**src/rtl/hazard_fwd_if.sv**
```systemverilog
// hazard_fwd_if
//   Bundle between the ID-stage decode logic and the hazard/forwarding unit.
//   master : the decode/datapath side. It drives the ID-stage instruction
//            description, ext_hold and cnt_clr, and it receives the pipeline
//            controls, the forward selects and the event counters.
//   slave  : the hazard_fwd_unit side (the mirror image of master).
//   Signals:
//     ext_hold, cnt_clr                   pipeline freeze / counter clear
//     id_valid, id_rs, id_rt,
//     id_use_rs, id_use_rt, id_dest,
//     id_wreg, id_load, id_branch,
//     id_jump, id_taken                   ID-stage instruction description
//     pc_we, ifid_we, ifid_flush,
//     idex_bubble                         pipeline register controls
//     fwda, fwdb                          EX operand selects (2 bits each)
//     id_fwda, id_fwdb                    branch-compare operand selects
//     stall_cnt, flush_cnt                saturating event counters
interface hazard_fwd_if #(
    parameter int RA_W  = 5,
    parameter int CNT_W = 16
);
    logic             ext_hold;
    logic             cnt_clr;
    logic             id_valid;
    logic [RA_W-1:0]  id_rs;
    logic [RA_W-1:0]  id_rt;
    logic             id_use_rs;
    logic             id_use_rt;
    logic [RA_W-1:0]  id_dest;
    logic             id_wreg;
    logic             id_load;
    logic             id_branch;
    logic             id_jump;
    logic             id_taken;
    logic             pc_we;
    logic             ifid_we;
    logic             ifid_flush;
    logic             idex_bubble;
    logic [1:0]       fwda;
    logic [1:0]       fwdb;
    logic             id_fwda;
    logic             id_fwdb;
    logic [CNT_W-1:0] stall_cnt;
    logic [CNT_W-1:0] flush_cnt;

    modport master (
        output ext_hold, cnt_clr, id_valid, id_rs, id_rt, id_use_rs, id_use_rt,
               id_dest, id_wreg, id_load, id_branch, id_jump, id_taken,
        input  pc_we, ifid_we, ifid_flush, idex_bubble, fwda, fwdb,
               id_fwda, id_fwdb, stall_cnt, flush_cnt
    );

    modport slave (
        input  ext_hold, cnt_clr, id_valid, id_rs, id_rt, id_use_rs, id_use_rt,
               id_dest, id_wreg, id_load, id_branch, id_jump, id_taken,
        output pc_we, ifid_we, ifid_flush, idex_bubble, fwda, fwdb,
               id_fwda, id_fwdb, stall_cnt, flush_cnt
    );
endinterface

```
**src/rtl/hazard_fwd_unit.sv**
```systemverilog
// hazard_fwd_unit
//   Hazard detection and operand-forwarding controller for a 5-stage
//   IF/ID/EX/MEM/WB pipeline. A small scoreboard records the destination of
//   the instructions in EX and MEM. From it and the ID-stage instruction this
//   unit derives the EX operand forward selects, the ID branch-compare
//   forwards, and the stall / bubble / flush controls. It also keeps
//   saturating counters of stall cycles and redirect flushes.
//   Ports:
//     clk    rising-edge clock
//     rst_n  asynchronous active-low reset
//     bus    hazard_fwd_if.slave (ID inputs in, pipeline controls out)
//   Parameters:
//     RA_W   register address width; register 0 is hard-wired zero
//     FWD_EN 1 = full forwarding, 0 = interlock only
//     CNT_W  width of the event counters
module hazard_fwd_unit #(
    parameter int RA_W   = 5,
    parameter bit FWD_EN = 1'b1,
    parameter int CNT_W  = 16
) (
    input  logic        clk,
    input  logic        rst_n,
    hazard_fwd_if.slave bus
);

    // Scoreboard. The register file is write-first, so an instruction in WB
    // can never cause a hazard or a forward. Only EX and MEM are tracked.
    logic             ex_vld_q,   ex_vld_d;
    logic [RA_W-1:0]  ex_dest_q,  ex_dest_d;
    logic             ex_wreg_q,  ex_wreg_d;
    logic             ex_load_q,  ex_load_d;
    logic             mem_vld_q,  mem_vld_d;
    logic [RA_W-1:0]  mem_dest_q, mem_dest_d;
    logic             mem_wreg_q, mem_wreg_d;
    logic             mem_load_q, mem_load_d;
    logic [CNT_W-1:0] stall_cnt_q, stall_cnt_d;
    logic [CNT_W-1:0] flush_cnt_q, flush_cnt_d;

    logic [1:0] src_stall;
    logic [3:0] fwd_sel;
    logic [1:0] br_fwd;
    logic       stall;
    logic       redirect;

    // Source slot 0 is rs and source slot 1 is rt. Each slot is resolved on
    // its own. The EX producer is younger than the MEM producer, so an EX
    // match takes precedence.
    for (genvar gi = 0; gi < 2; gi++) begin : g_src
        logic [RA_W-1:0] src;
        logic            used;
        logic            ex_hit;
        logic            mem_hit;

        assign src     = (gi == 0) ? bus.id_rs : bus.id_rt;
        assign used    = bus.id_valid & ((gi == 0) ? bus.id_use_rs : bus.id_use_rt);
        assign ex_hit  = used & ex_vld_q & ex_wreg_q
                       & (ex_dest_q == src) & (src != '0);
        assign mem_hit = used & mem_vld_q & mem_wreg_q
                       & (mem_dest_q == src) & (src != '0);

        // A branch compares in ID, so it needs its operands one stage earlier
        // than an ALU op. Any EX producer stalls it. A MEM-stage load also
        // stalls it, because the load data is not ready until WB.
        assign src_stall[gi] = FWD_EN
            ? ((ex_hit & ex_load_q) | (bus.id_branch & (ex_hit | (mem_hit & mem_load_q))))
            : (ex_hit | mem_hit);

        assign fwd_sel[2*gi +: 2] = !FWD_EN ? 2'b00
                                  : ex_hit  ? (ex_load_q  ? 2'b00 : 2'b01)
                                  : mem_hit ? (mem_load_q ? 2'b11 : 2'b10)
                                  : 2'b00;

        assign br_fwd[gi] = FWD_EN & bus.id_branch & ~ex_hit & mem_hit & ~mem_load_q;
    end

    assign stall    = |src_stall;
    assign redirect = bus.id_valid & (bus.id_jump | (bus.id_branch & bus.id_taken))
                    & ~stall & ~bus.ext_hold;

    // Pipeline controls. Reset has priority, then hold, then stall. A stall
    // masks a redirect in the same cycle. The branch is evaluated again once
    // its operands are available.
    always_comb begin
        bus.pc_we       = 1'b1;
        bus.ifid_we     = 1'b1;
        bus.ifid_flush  = 1'b0;
        bus.idex_bubble = 1'b0;
        bus.fwda        = fwd_sel[1:0];
        bus.fwdb        = fwd_sel[3:2];
        bus.id_fwda     = br_fwd[0];
        bus.id_fwdb     = br_fwd[1];
        if (!rst_n) begin
            bus.pc_we       = 1'b0;
            bus.ifid_we     = 1'b0;
            bus.idex_bubble = 1'b1;
            bus.fwda        = 2'b00;
            bus.fwdb        = 2'b00;
            bus.id_fwda     = 1'b0;
            bus.id_fwdb     = 1'b0;
        end else if (bus.ext_hold) begin
            bus.pc_we   = 1'b0;
            bus.ifid_we = 1'b0;
        end else if (stall) begin
            bus.pc_we       = 1'b0;
            bus.ifid_we     = 1'b0;
            bus.idex_bubble = 1'b1;
        end else begin
            bus.ifid_flush = redirect;
        end
    end

    // Scoreboard advance. A stalled ID instruction enters EX as a bubble.
    always_comb begin
        ex_vld_d   = ex_vld_q;
        ex_dest_d  = ex_dest_q;
        ex_wreg_d  = ex_wreg_q;
        ex_load_d  = ex_load_q;
        mem_vld_d  = mem_vld_q;
        mem_dest_d = mem_dest_q;
        mem_wreg_d = mem_wreg_q;
        mem_load_d = mem_load_q;
        if (!bus.ext_hold) begin
            mem_vld_d  = ex_vld_q;
            mem_dest_d = ex_dest_q;
            mem_wreg_d = ex_wreg_q;
            mem_load_d = ex_load_q;
            ex_vld_d   = bus.id_valid & ~stall;
            ex_dest_d  = bus.id_dest;
            ex_wreg_d  = bus.id_wreg;
            ex_load_d  = bus.id_load;
        end
    end

    // Event counters. They saturate at all-ones, and a clear overrides any
    // increment in the same cycle.
    always_comb begin
        stall_cnt_d = stall_cnt_q;
        flush_cnt_d = flush_cnt_q;
        if (bus.cnt_clr) begin
            stall_cnt_d = '0;
            flush_cnt_d = '0;
        end else begin
            if (!bus.ext_hold && stall && !(&stall_cnt_q))
                stall_cnt_d = stall_cnt_q + CNT_W'(1);
            if (redirect && !(&flush_cnt_q))
                flush_cnt_d = flush_cnt_q + CNT_W'(1);
        end
    end

    always_ff @(posedge clk or negedge rst_n) begin
        if (!rst_n) begin
            ex_vld_q    <= 1'b0;
            ex_dest_q   <= '0;
            ex_wreg_q   <= 1'b0;
            ex_load_q   <= 1'b0;
            mem_vld_q   <= 1'b0;
            mem_dest_q  <= '0;
            mem_wreg_q  <= 1'b0;
            mem_load_q  <= 1'b0;
            stall_cnt_q <= '0;
            flush_cnt_q <= '0;
        end else begin
            ex_vld_q    <= ex_vld_d;
            ex_dest_q   <= ex_dest_d;
            ex_wreg_q   <= ex_wreg_d;
            ex_load_q   <= ex_load_d;
            mem_vld_q   <= mem_vld_d;
            mem_dest_q  <= mem_dest_d;
            mem_wreg_q  <= mem_wreg_d;
            mem_load_q  <= mem_load_d;
            stall_cnt_q <= stall_cnt_d;
            flush_cnt_q <= flush_cnt_d;
        end
    end

    assign bus.stall_cnt = stall_cnt_q;
    assign bus.flush_cnt = flush_cnt_q;

endmodule

```
**src/flat_wrapper.sv**
```systemverilog
// flat-port wrapper written by rule: the top's interface ports become plain ports
module hazard_fwd_unit_flat 
#(
    parameter int RA_W   = 5,
    parameter bit FWD_EN = 1'b1,
    parameter int CNT_W  = 16
)
  (clk, rst_n, bus_ext_hold, bus_cnt_clr, bus_id_valid, bus_id_rs, bus_id_rt, bus_id_use_rs, bus_id_use_rt, bus_id_dest, bus_id_wreg, bus_id_load, bus_id_branch, bus_id_jump, bus_id_taken, bus_pc_we, bus_ifid_we, bus_ifid_flush, bus_idex_bubble, bus_fwda, bus_fwdb, bus_id_fwda, bus_id_fwdb, bus_stall_cnt, bus_flush_cnt);
  hazard_fwd_if #(.RA_W(RA_W), .CNT_W(CNT_W)) bus_i ();
  input  logic clk;
  input  logic rst_n;
  input wire logic [$bits(bus_i.ext_hold)-1:0] bus_ext_hold;
  input wire logic [$bits(bus_i.cnt_clr)-1:0] bus_cnt_clr;
  input wire logic [$bits(bus_i.id_valid)-1:0] bus_id_valid;
  input wire logic [$bits(bus_i.id_rs)-1:0] bus_id_rs;
  input wire logic [$bits(bus_i.id_rt)-1:0] bus_id_rt;
  input wire logic [$bits(bus_i.id_use_rs)-1:0] bus_id_use_rs;
  input wire logic [$bits(bus_i.id_use_rt)-1:0] bus_id_use_rt;
  input wire logic [$bits(bus_i.id_dest)-1:0] bus_id_dest;
  input wire logic [$bits(bus_i.id_wreg)-1:0] bus_id_wreg;
  input wire logic [$bits(bus_i.id_load)-1:0] bus_id_load;
  input wire logic [$bits(bus_i.id_branch)-1:0] bus_id_branch;
  input wire logic [$bits(bus_i.id_jump)-1:0] bus_id_jump;
  input wire logic [$bits(bus_i.id_taken)-1:0] bus_id_taken;
  output wire logic [$bits(bus_i.pc_we)-1:0] bus_pc_we;
  output wire logic [$bits(bus_i.ifid_we)-1:0] bus_ifid_we;
  output wire logic [$bits(bus_i.ifid_flush)-1:0] bus_ifid_flush;
  output wire logic [$bits(bus_i.idex_bubble)-1:0] bus_idex_bubble;
  output wire logic [$bits(bus_i.fwda)-1:0] bus_fwda;
  output wire logic [$bits(bus_i.fwdb)-1:0] bus_fwdb;
  output wire logic [$bits(bus_i.id_fwda)-1:0] bus_id_fwda;
  output wire logic [$bits(bus_i.id_fwdb)-1:0] bus_id_fwdb;
  output wire logic [$bits(bus_i.stall_cnt)-1:0] bus_stall_cnt;
  output wire logic [$bits(bus_i.flush_cnt)-1:0] bus_flush_cnt;
  assign bus_i.ext_hold = bus_ext_hold;
  assign bus_i.cnt_clr = bus_cnt_clr;
  assign bus_i.id_valid = bus_id_valid;
  assign bus_i.id_rs = bus_id_rs;
  assign bus_i.id_rt = bus_id_rt;
  assign bus_i.id_use_rs = bus_id_use_rs;
  assign bus_i.id_use_rt = bus_id_use_rt;
  assign bus_i.id_dest = bus_id_dest;
  assign bus_i.id_wreg = bus_id_wreg;
  assign bus_i.id_load = bus_id_load;
  assign bus_i.id_branch = bus_id_branch;
  assign bus_i.id_jump = bus_id_jump;
  assign bus_i.id_taken = bus_id_taken;
  assign bus_pc_we = bus_i.pc_we;
  assign bus_ifid_we = bus_i.ifid_we;
  assign bus_ifid_flush = bus_i.ifid_flush;
  assign bus_idex_bubble = bus_i.idex_bubble;
  assign bus_fwda = bus_i.fwda;
  assign bus_fwdb = bus_i.fwdb;
  assign bus_id_fwda = bus_i.id_fwda;
  assign bus_id_fwdb = bus_i.id_fwdb;
  assign bus_stall_cnt = bus_i.stall_cnt;
  assign bus_flush_cnt = bus_i.flush_cnt;
  hazard_fwd_unit #(.RA_W(RA_W), .FWD_EN(FWD_EN), .CNT_W(CNT_W)) u_core (.clk(clk), .rst_n(rst_n), .bus(bus_i));
endmodule
```
**config.mk**
```make
export PLATFORM = sky130hd
export DESIGN_NAME = hazard_fwd_unit_flat
export DESIGN_NICKNAME = d
export VERILOG_FILES = /design/src/rtl/hazard_fwd_if.sv /design/src/rtl/hazard_fwd_unit.sv /design/src/flat_wrapper.sv
export SDC_FILE = /design/constraint.sdc
export NUM_CORES = 1
export LEC_CHECK = 0
export BUFFER_PORTS_ARGS = -buffer_cell sky130_fd_sc_hd__buf_4
export CORE_MARGIN = 2
export CORE_UTILIZATION = 54
export DETAILED_ROUTE_END_ITERATION = 7
export PLACE_DENSITY = 0.8
export REMOVE_ABC_BUFFERS = 1
export SLEW_MARGIN = 20
export SYNTH_ARGS = -nofsm -noshare
export SYNTH_HDL_FRONTEND = slang
export SYNTH_SLANG_ARGS = --single-unit
```
**constraint.sdc**
```tcl
create_clock -name clk -period 3.8 [get_ports clk]
set_input_delay 0.76 -clock clk [delete_from_list [all_inputs] [get_ports clk]]
set_output_delay 0.76 -clock clk [all_outputs]
set_load 0.02 [all_outputs]
```
## After elaboration in Yosys (flattened, before gate mapping)

Index checks and enable logic that the tools add are counted.

| operators by class | value |
|---|---|
| eq/ne operators | 4 |
| add/subtract/negate cells | 2 |
| bitwise gates (word level) | 45 |
| reduce and logical (&&, ||, !) cells | 13 |
| multiplexer cells | 23 |

Operators by type and width:

| cell | number |
|---|---|
| 16-bit 2-to-1 mux | 4 |
| 1-bit bitwise AND | 35 |
| 16-bit by 1-bit adder with 16-bit output, second input constant | 2 |
| 16-bit AND reduction | 2 |
| 5-bit == test | 4 |
| 1-bit 2-to-1 mux | 13 |
| 2-bit 2-to-1 mux | 6 |
| 5-bit nonzero test | 2 |
| 1-bit NOT | 5 |
| 1-bit bitwise OR | 5 |
| 2-bit nonzero test | 2 |
| 1-bit logical AND | 3 |
| 1-bit zero test | 3 |
| 2-bit OR reduction | 1 |

| storage, ports and cells | value |
|---|---|
| word-level logic and storage cells | 97 |
| output and inout bits | 42 |
| register bits | 48 |

## Longest topological paths before layout

Gate-level depths: netlist of the first run.

| logic depth | value |
|---|---|
| depth in word-level cells | 16 |
| mapped depth | 9 |

## Worst setup path before layout of the first run

Ideal clock, no wire load.

| path | value |
|---|---|
| path kind | input to output |
| from | input port bus_id_rs[1] |
| to | output port bus_ifid_flush |
| setup slack | -0.385 ns |
| data arrival time | 3.425 ns |
| cell stages on the path | 8 |
| required time | 3.040 ns |
| buffers on the path | 1 |
| path through | or4_4 o211a_1 and4_4 o41ai_4 nand2_1 buf_6 nor3b_1 and3_1 |

| on the way | value |
|---|---|
| word-level cells in the longest chain between the ends | 14 |

RTL lines:

| item | RTL line | RTL |
|---|---|---|
| start, declared | flat_wrapper.sv:15 | `input wire logic [$bits(bus_i.id_rs)-1:0] bus_id_rs;` |
| 5-bit == test | hazard_fwd_unit.sv:59 | `& (mem_dest_q == src) & (src != '0);` |
| 1-bit bitwise AND (2 in a row) | hazard_fwd_unit.sv:59 |  |
| 1-bit bitwise AND | hazard_fwd_unit.sv:65 | `? ((ex_hit & ex_load_q) \| (bus.id_branch & (ex_hit \| (mem_hit & mem_load_q))))` |
| 1-bit bitwise OR | hazard_fwd_unit.sv:65 |  |
| 1-bit bitwise AND | hazard_fwd_unit.sv:65 |  |
| 1-bit bitwise OR (*) | hazard_fwd_unit.sv:65 |  |
| 2-bit OR reduction (*) | hazard_fwd_unit.sv:76 | `assign stall = \|src_stall;` |
| 1-bit NOT | hazard_fwd_unit.sv:78 | `& ~stall & ~bus.ext_hold;` |
| 1-bit bitwise AND (2 in a row) | hazard_fwd_unit.sv:78 |  |
| 1-bit 2-to-1 mux (*) | hazard_fwd_unit.sv:103 | `end else if (stall) begin` |
| 1-bit 2-to-1 mux (*) | hazard_fwd_unit.sv:100 | `end else if (bus.ext_hold) begin` |
| 1-bit 2-to-1 mux (*) | hazard_fwd_unit.sv:92 | `if (!rst_n) begin` |
| end, declared | flat_wrapper.sv:27 | `output wire logic [$bits(bus_i.ifid_flush)-1:0] bus_ifid_flush;` |

Every way passes the cells marked *; elsewhere a longest branch is shown, timed or not.

## Worst setup path after layout of the first run

Same ends and word-level chain as after synthesis.

==> run_results.csv, run 1 <==
group,metric,value,unit
timing,rsz0062_at_grt,"no",
job,timing.max_cap.violations,0,
die,die_height,77.2,um
synth,syn_inst,298,
worst_setup_path,path_cells,"buf_4, or4_4, o211a_1, and4_4, o41ai_4, nand2_1, nor3b_2, and3_1, buf_4",
routing,average_wire_length_per_cell_after_detail_routing,15.2,um
routing,routed_wirelength,6620,um
grt,globalRouteOverflowTotal,0,
worst_setup_path,worst-path-buf-inv,2,
finish,num-fill-cells,432,
routing,detailedRoute.firstIterationViolations,124,
worst_setup_path,critical_path_s_top_delay_family,"simple AND/OR/NAND/NOR gates",
grt,grt_max_usage_layer,"met2",
worst_setup_path,timing.critical_path.from_type,"input pin",
finish,design.final.nets,396,
grt,grt_antenna_before_repair,0,
worst_setup_path,critPathLaunch,"bus_id_rs[1]",
power_and_ir_drop,max-vdd-ir-drop,268,uV
place,hpwl,4890,um
outcome,status,"complete, no violations",
timing,timing.fmax,277,MHz
power_and_ir_drop,power.leakage,1.54,nW
cts,number_of_cts_inserted_buffers,5,
grt,use_met3,3.88,%
cts,cts-hold-fix-buffers,0,
die,fp-row-count,26,
worst_setup_path,cp.arrival,2.85,ns
synth,muxShareOfSynthArea,8.91,%
routing,postRouteAntennaNets,0,
place,post-place-cells,430,
synth,synth_ff_type,"sky130_fd_sc_hd__dfrtp_1",
routing,drt-pass1-iter-count,5,
place,place_congestion,0.816,
synth,synth_edf_count,0,
synth,syn-cell-area,2890,um^2
synth,synthDominantCellAreaShare,41.5,%
finish,num_antenna_cells,0,
synth,synth-xor-area-share,6.66,%
die,initial_core_util,56.3,%
worst_hold_path,hold_path_class,"input pin to asynchronous set/reset pin",
synth,post_synth.cell_area_avg,9.71,um^2
worst_setup_path,timing.rr.start,"u_core.ex_dest_q[4]",
die,die_x,77.2,um
grt,track_usage,23.9,%
timing,worstMarginPinSlew,0.638,ns
power_and_ir_drop,p_total,0.000990,W
power_and_ir_drop,power_density,278,nW/um^2
synth,synth.top_cells.by_area,"sky130_fd_sc_hd__dfrtp_1, sky130_fd_sc_hd__mux2_2, sky130_fd_sc_hd__or4_1, sky130_fd_sc_hd__o31ai_1, sky130_fd_sc_hd__xor2_1",
routing,drc,0,
worst_setup_path,slowest_stage,"sky130_fd_sc_hd__or4_4",
worst_setup_path,worst-endpoint-required,3.04,ns
synth,combinational_family_with_the_most_area_after_synthesis,"simple AND/OR/NAND/NOR gates",
finish,synthToLayoutAreaGrowth,22.9,%
timing,finClkSkew,0.00659,ns
synth,synth-seq-area-share,41.5,%
timing,finalSetupViolations,0,
worst_setup_path,path_max_fanout,3,
finish,post_route_cells_drive_above_1_share,30.5,%
grt,grt_pass1_wl,11500,um
grt,globalRouteMet1Util,32.2,%
worst_setup_path,critical_path.max_stage_delay,0.53,ns
cts,clkLatencyLatePin,0.30,ns
synth,synth.largest_area_cell,"sky130_fd_sc_hd__dfrtp_1",
synth,synth-compound-area-share,13.5,%
synth,synth-async-reset-ratio,100,%
timing,report.final.slew_viol_count,0,
synth,synth_simple_gate_area_share,24.9,%
place,buffer_ports.inserted,68,
cts,cts.sinks,48,
cts,path_clk_slew,0.09,ns
cts,cts_max_path_buffers,2,
cts,h-tree-depth,2,
die,io_pins,69,
place,placedInstanceArea,3470,um^2
place,place_ws,0.0971,ns
finish,layoutNonFillerInstCount,437,
timing,slew-limit-headroom,57.1,%
cts,cts-root-buf,"sky130_fd_sc_hd__clkbuf_8",
die,die_area,5960,um^2
timing,layout_setup_ws,0.195,ns
synth,synth_fa_ha_area_share,0.865,%
worst_setup_path,crit_path_end_kind,"primary output",
grt,use_met2,39.6,%
synth,synth_commonest_cells,"sky130_fd_sc_hd__dfrtp_1, sky130_fd_sc_hd__a21oi_1, sky130_fd_sc_hd__mux2_2, sky130_fd_sc_hd__nand2_1, sky130_fd_sc_hd__or4_1",
grt,vias_in_the_first_global_route,2433,
worst_setup_path,crit_path_kind,"input pin to primary output",
cts,cts_tree,"done",
grt,grt_max_degree,41,
routing,post_detailed_route_via_to_cell_ratio,5.84,
die,core_area,5140,um^2
synth,ys_ff_latch,48,
worst_setup_path,critical-path-top-cell-by-count,"sky130_fd_sc_hd__buf_4",
synth,synthesis.yosys.warnings,0,
finish,stdcell_area,3560,um^2
synth,synth_most_common_cell,"sky130_fd_sc_hd__dfrtp_1",
timing,share_of_the_cycle_needed_by_the_critical_path_after_routing,94.9,%
routing,route.vias.total,2553,
synth,yosysUniqueCellTypes,42,
timing,hold_viol,0,
timing,timing.final.crit_period,3.61,ns
==> worst register-to-register path, delay by kind of cell (launching register included) <==
| family | cells | cell delay, ns |
|---|---|---|
| simple gates | 3 | 1.23 |
| compound gates | 3 | 0.67 |
| buf+inv | 2 | 0.39 |
| flops | 1 | 0.44 |
| xor+xnor | 1 | 0.21 |
==> per-layer routing <==
metal | part of all wire [%] | vias to the layer above | wire [um]
li1 | - | 1245 | -
met1 | 46 | 1233 | 3030
met2 | 49 | 68 | 3230
met3 | 4.4 | 7 | 290
met4 | 1.2 | 0 | 80
met5 | 0 | - | 0
==> worst paths after layout <==
kind | slack (ns) | to | cells after the start
max | 0.19 | bus_ifid_flush | 9
min | 0.36 | u_core.mem_dest_q[2] | 1
max reg2reg | 0.78 | u_core.bus.stall_cnt[5] | 9
min reg2reg | 0.51 | u_core.mem_vld_q | 1
max in group asynchronous | 2.78 | u_core.bus.flush_cnt[2] | 2
min in group clk | 0.51 | u_core.mem_vld_q | 1
==> stage by stage <==
stage	hold slack, ns	utilization (%)	TNS (ns)
2_1_floorplan	0.464	-	-1.57
3_3_place_gp	0.488	67.6	0
3_5_place_dp	0.494	67.6	0
4_1_cts	0.367	69.1	0
5_1_grt	0.372	69.2	0
6_report	0.357	69.2	0
==> repair_timing <==
action	4_1_cts	5_1_grt
buffers inserted	0	0
resized for setup	0	1
endpoints found under the setup margin	0	1
==> logic make-up (layout without fill, tap and decap cells) <==
family	count (synthesis)	count (layout)
xor gates and xnor gates	22	22
adders and majority gates	2	2
buffers and inverters	23	92
AOI/OAI and AO/OA	56	56
muxes	23	23
and+or+nand+nor	124	124
DFF	48	48
==> layout make-up <==
type	instances	area (um^2)	share of cell area (%)
tap	70	87.6	2.46
multi-input combinational	227	1590	44.7
clock inverter	1	5.00	0.141
sequential	48	1200	33.8
inverter	10	37.5	1.06
clock buffer	6	72.6	2.04
timing repair buffer	75	563	15.8
==> flip-flops by register name, indices dropped and copies added, names as in the netlist <==
register              cells
u_core.bus.flush_cnt     16
u_core.bus.stall_cnt     16
u_core.ex_dest_q          5
u_core.ex_load_q          1
u_core.ex_vld_q           1
u_core.ex_wreg_q          1
u_core.mem_dest_q         5
u_core.mem_load_q         1
u_core.mem_vld_q          1
u_core.mem_wreg_q         1
==> report_power, final <==
| part | internal [W] | switching, W |
|---|---|---|
| logic | 0.0000693 | 0.0000675 |
| clock network | 0.000126 | 0.000170 |
| registers | 0.000532 | 0.0000250 |
| total | 0.000727 | 0.000263 |
==> layout by cell type, fill, tap and decap left out, drive strengths merged, types with 9 or more instances in the layout <==
master | Yosys | routed
or4 | 18 | 18
a21oi | 22 | 22
inv | 10 | 10
dfrtp | 48 | 48
xnor2 | 9 | 9
mux2 | 22 | 22
buf | 6 | 75
o31ai | 16 | 16
nand2 | 22 | 22
nand3 | 13 | 13
xor2 | 13 | 13
nor2 | 15 | 15
Power figures use the tool's default switching activity.
==> run 2, diff against run 1 <==
- CORE_UTILIZATION: 54 -> 58
- PLACE_DENSITY: 0.8 -> 0.85
- clock period: 3.8 -> 4.6 ns (I/O delays scaled with it)
==> run 2 against run 1 <==
Net effect:
- via count about the same
- die area down 6.5%
- combinational power is 19% lower
- highest routed layer unchanged
- clock power shrank 12%
- final cell count down 1.4%
- register-to-register slack improved by 0.65 ns
- wire length up 0.79%
- clock-buffer cell count grew 2
- critical endpoint unchanged
- critical path depth did not move
- global-route usage increased by 1.1 points
- clock skew up 0.0012 ns
- sequential power fell by 17%
- critical path type unchanged
==> run_results.csv, run 2 (synthesis gave the netlist of run 1 again) <==
group,metric,value,unit
die,die_height,74.6,um
cts,cts.sinks,48,
cts,number_of_cts_inserted_buffers,5,
finish,num_antenna_cells,0,
finish,commonest_cells_after_routing_fill_and_taps_aside,"sky130_fd_sc_hd__buf_4, sky130_fd_sc_hd__dfrtp_1, sky130_fd_sc_hd__nand2_1, sky130_fd_sc_hd__mux2_2, sky130_fd_sc_hd__a21oi_1",
die,die_x,74.6,um
finish,layout_commonest_cell,"sky130_fd_sc_hd__buf_4",
worst_setup_path,timing.rr.start,"u_core.ex_dest_q[3]",
place,placedInstanceArea,3440,um^2
routing,post_detailed_route_via_to_cell_ratio,5.92,
routing,postRouteAntennaNets,0,
timing,finClkSkew,0.00775,ns
finish,synthToLayoutAreaGrowth,22.0,%
worst_setup_path,cp.arrival,3.15,ns
cts,cts-hold-fix-buffers,0,
worst_hold_path,hold_path_class,"input pin to asynchronous set/reset pin",
routing,routed_wirelength,6680,um
finish,stdcell_area,3530,um^2
timing,rsz0062_at_grt,"no",
grt,vias_in_the_first_global_route,2331,
worst_setup_path,crit_path_end_kind,"primary output",
cts,path_clk_slew,0.09,ns
grt,globalRouteOverflowTotal,0,
cts,buffers_inserted_by_post_cts_timing_repair,0,
finish,design.final.nets,392,
worst_setup_path,timing.critical_path.from_type,"input pin",
worst_setup_path,timing.reg2reg.worst_path_depth,8,
worst_setup_path,worst-endpoint-required,3.68,ns
grt,track_usage,25.0,%
worst_setup_path,path_max_fanout,3,
die,die_area,5570,um^2
die,initial_core_util,60.8,%
outcome,status,"complete, no violations",
routing,average_wire_length_per_cell_after_detail_routing,15.5,um
cts,h-tree-depth,2,
timing,worstMarginPinSlew,0.940,ns
cts,cts_max_path_buffers,2,
timing,timing.final.crit_period,4.07,ns
cts,cts-root-buf,"sky130_fd_sc_hd__clkbuf_8",
place,hpwl,4820,um
worst_setup_path,crit_path_kind,"input pin to primary output",
cts,clkLatencyLatePin,0.30,ns
timing,finalHoldWorstSlack,0.477,ns
worst_setup_path,r2r_slack,1.43,ns
place,place_congestion,0.839,
power_and_ir_drop,power.leakage,1.52,nW
worst_setup_path,rr_endpoint,"u_core.bus.stall_cnt[5]",
timing,share_of_the_cycle_needed_by_the_critical_path_after_routing,88.4,%
timing,hold_viol,0,
timing,report.final.slew_viol_count,0,
timing,finalSetupViolations,0,
power_and_ir_drop,power_density,236,nW/um^2
routing,drt-pass1-iter-count,4,
routing,drc,0,
place,buffer_ports.inserted,68,
die,io_pins,69,
die,fp-row-count,25,
cts,cts_tree,"done",
cts,post_cts_resize_count,0,
finish,post_route_cells_drive_above_1_share,29.4,%
grt,grt_max_degree,41,
grt,grt_antenna_before_repair,0,
routing,detailedRoute.firstIterationViolations,138,
power_and_ir_drop,max-vdd-ir-drop,179,uV
die,core_area,4750,um^2
timing,timing.fmax,246,MHz
grt,grt_pass1_wl,10800,um
job,timing.max_cap.violations,0,
routing,route.vias.total,2552,
timing,slew-limit-headroom,36.7,%
## run 2: cell count changes in the layout (fill, tap and decap cells not counted)
cell,delta
sky130_fd_sc_hd__clkbuf_1,+1
sky130_fd_sc_hd__nor3b_1,+1
sky130_fd_sc_hd__clkinv_2,-1
sky130_fd_sc_hd__clkbuf_8,+1
sky130_fd_sc_hd__nor3b_2,-1
sky130_fd_sc_hd__buf_4,-4
## run 2: per-layer routing
layer | part of all wire (%) | track usage [%] | vias to the layer above
met5 | 0 | 0 | -
li1 | - | - | 1254
met1 | 47 | 34.0 | 1211
met2 | 48 | 41.6 | 80
met3 | 4.7 | 4.95 | 7
met4 | 0.82 | 5.75 | 0
## run 2: worst max-delay path by stage
| stage | slack [ns] | end | startpoint |
|---|---|---|---|
| 5_1_grt | 0.39 | bus_ifid_flush | bus_id_rs[1] |
| 3_5_place_dp | 0.55 | bus_ifid_flush | bus_id_rs[1] |
| 4_1_cts | 0.54 | bus_ifid_flush | bus_id_rs[1] |
| 6_report | 0.53 | bus_ifid_flush | bus_id_rs[1] |
| 3_3_place_gp | 0.56 | bus_ifid_flush | bus_id_rs[1] |
| 2_1_floorplan | -0.32 | bus_ifid_flush | bus_id_rs[1] |
## run 2: final cells by class
type / count / area, um^2
tap: 67 / 83.8
inverter: 10 / 37.5
sequential: 48 / 1200
fill: 370 / 1220
clock buffer: 8 / 90.1
multi-input combinational: 227 / 1580
timing repair buffer: 71 / 533
## run 2: worst max-delay path, stage by stage
cell and delay [ns]:
sky130_fd_sc_hd__buf_4 0.12, sky130_fd_sc_hd__or4_4 0.53, sky130_fd_sc_hd__o211a_1 0.24, sky130_fd_sc_hd__and4_4 0.18, sky130_fd_sc_hd__o41ai_4 0.35, sky130_fd_sc_hd__nand2_1 0.12
sky130_fd_sc_hd__nor3b_1 0.34, sky130_fd_sc_hd__and3_1 0.21, sky130_fd_sc_hd__buf_4 0.13
## run 2: metrics by stage
step	util (%)	worst slack [ns]	setup TNS (ns)	std cells	total power [W]
detailed placement	72.3	0.554	0	423	0.000579
global route	74.2	0.387	0	431	0.000868
global placement	72.3	0.564	0	423	0.000575
floorplan	-	-0.325	-0.325	285	0.000521
CTS	74.2	0.539	0	431	0.000837
finish	74.2	0.534	0	431	0.000832
## run 2: report_power, final
group          internal, W  total [W]  switching [W]
registers         0.000440   0.000461      0.0000212
clock network     0.000123   0.000261       0.000138
logic            0.0000563   0.000111      0.0000543
==> run 3, diff against run 2 <==
- CORE_UTILIZATION: 58 -> 54
- PLACE_DENSITY: 0.85 -> 0.8
- clock period: 4.6 -> 4.2 ns (I/O delays scaled with it)
==> run 3 against run 2 <==
Net effect:
- design area grew 0.82%
- final cell count grew 0.93%
- clock skew grew 0.0041 ns
- sequential cell count is the same
- wire length grew 0.33%
- sequential power grew 9.5%
- highest routed layer unchanged
- non-clock buffer count grew 1
- die area grew 7.0%
- critical path depth is the same
==> run_results.csv, run 3 (synthesis gave the netlist of run 1 again) <==
group,metric,value,unit
outcome,status,"complete, no violations",
die,core_area,5140,um^2
grt,globalRouteOverflowTotal,0,
timing,finalSetupViolations,0,
place,place_congestion,0.843,
timing,timing.fmax,256,MHz
power_and_ir_drop,max-vdd-ir-drop,155,uV
timing,timing.final.crit_period,3.91,ns
cts,cts_max_path_buffers,2,
power_and_ir_drop,p_total,0.000963,W
place,hpwl,4780,um
power_and_ir_drop,power.leakage,1.54,nW
grt,vias_in_the_first_global_route,2449,
timing,layout_setup_ws,0.291,ns
grt,grt_pass1_wl,11300,um
worst_setup_path,cp.arrival,3.07,ns
cts,path_clk_slew,0.10,ns
finish,post_route_cells_drive_above_1_share,29.9,%
cts,cts-root-buf,"sky130_fd_sc_hd__clkbuf_8",
timing,finClkSkew,0.0118,ns
place,placedInstanceArea,3450,um^2
cts,buffers_inserted_by_post_cts_timing_repair,0,
place,post-place-cells,427,
die,die_area,5960,um^2
place,place_ws,0.274,ns
worst_setup_path,critical-path-top-cell-by-count,"sky130_fd_sc_hd__buf_4",
cts,clkLatencyLatePin,0.31,ns
die,die_x,77.2,um
cts,cts-hold-fix-buffers,0,
timing,worstMarginPinSlew,0.890,ns
grt,grt_max_degree,41,
place,buffer_ports.inserted,68,
finish,num_antenna_cells,0,
finish,stdcell_area,3560,um^2
cts,post_cts_resize_count,0,
worst_setup_path,path_cells,"buf_4, or4_4, o211ai_1, nor4_1, o41ai_4, nand2_1, nor3b_1, and3_1, buf_4",
worst_setup_path,timing.reg2reg.worst_path_depth,8,
worst_setup_path,crit_path_kind,"input pin to primary output",
worst_setup_path,critical_path.max_stage_delay,0.53,ns
worst_setup_path,path_max_fanout,4,
job,timing.max_cap.violations,0,
cts,cts_tree,"done",
routing,drt-pass1-iter-count,4,
routing,average_wire_length_per_cell_after_detail_routing,15.4,um
timing,share_of_the_cycle_needed_by_the_critical_path_after_routing,93.1,%
worst_hold_path,hold_path_class,"input pin to asynchronous set/reset pin",
cts,cts.sinks,48,
timing,report.final.slew_viol_count,0,
worst_setup_path,crit_path_end_kind,"primary output",
finish,commonest_cells_after_routing_fill_and_taps_aside,"sky130_fd_sc_hd__buf_4, sky130_fd_sc_hd__dfrtp_1, sky130_fd_sc_hd__nand2_1, sky130_fd_sc_hd__mux2_2, sky130_fd_sc_hd__a21oi_1",
timing,rsz0062_at_grt,"no",
timing,slew-limit-headroom,40.1,%
timing,finalHoldWorstSlack,0.405,ns
die,fp-row-count,26,
routing,routed_wirelength,6700,um
finish,layoutNonFillerInstCount,435,
cts,number_of_cts_inserted_buffers,5,
grt,track_usage,23.2,%
finish,synthToLayoutAreaGrowth,23.0,%
power_and_ir_drop,power_density,271,nW/um^2
routing,postRouteAntennaNets,0,
worst_setup_path,slowest_stage,"sky130_fd_sc_hd__or4_4",
routing,route.vias.total,2529,
die,initial_core_util,56.3,%
finish,layout_commonest_cell,"sky130_fd_sc_hd__buf_4",
die,die_height,77.2,um
routing,drc,0,
finish,design.final.nets,393,
worst_setup_path,worst-endpoint-required,3.36,ns
routing,post_detailed_route_via_to_cell_ratio,5.81,
worst_setup_path,timing.critical_path.from_type,"input pin",
cts,h-tree-depth,2,
die,io_pins,69,
finish,num-fill-cells,446,
grt,grt_antenna_before_repair,0,
timing,hold_viol,0,
routing,detailedRoute.firstIterationViolations,139,
==> run 3: final cells by class <==
class                           instances  area [um^2]  share of cell area, %
Inverter                               10         37.5                   1.05
Multi-Input combinational cell        227         1580                   44.5
Sequential cell                        48         1200                   33.8
Timing Repair Buffer                   72          541                   15.2
Clock inverter                          2         35.0                  0.985
Clock buffer                            6         72.6                   2.04
Tap cell                               70         87.6                   2.46
==> run 3: per-layer routing <==
layer	up-vias	wire length (um)	global-route usage (%)
met5	-	0	0
met4	0	52	5.71
met3	4	272	3.76
met2	49	3330	40.3
met1	1237	3040	30.2
li1	1239	-	-
==> run 3: path summary, 6_finish.rpt <==
| kind | slack, ns | to | from |
|---|---|---|---|
| min in group clk | 0.52 | u_core.ex_vld_q | u_core.ex_vld_q |
| max reg2reg | 1.05 | u_core.bus.stall_cnt[5] | u_core.ex_dest_q[4] |
| min reg2reg | 0.52 | u_core.ex_vld_q | u_core.ex_vld_q |
| max in group asynchronous | 3.09 | u_core.bus.stall_cnt[6] | rst_n |
| min | 0.41 | u_core.bus.stall_cnt[7] | rst_n |
| max | 0.29 | bus_ifid_flush | bus_id_rs[1] |
==> run 3: report_power, final <==
group          total (W)  switching (W)  internal, W
Clock           0.000337       0.000160     0.000177
Sequential      0.000505      0.0000229     0.000482
Combinational   0.000122      0.0000599    0.0000617
Total           0.000963       0.000243     0.000720
==> run 3: through the flow <==
stage	utilization, %	TNS (ns)
after floorplan	-	-0.852
after global placement	67.1	0
after detailed placement	67.1	0
after CTS	69.2	0
after global routing	69.2	0
final	69.2	0
==> run 3: worst max-delay path: cells and delay by family <==
kind | cells | cell delay, ns
simple gates | 5 | 1.35
buf+inv | 2 | 0.26
compound gates | 2 | 0.62
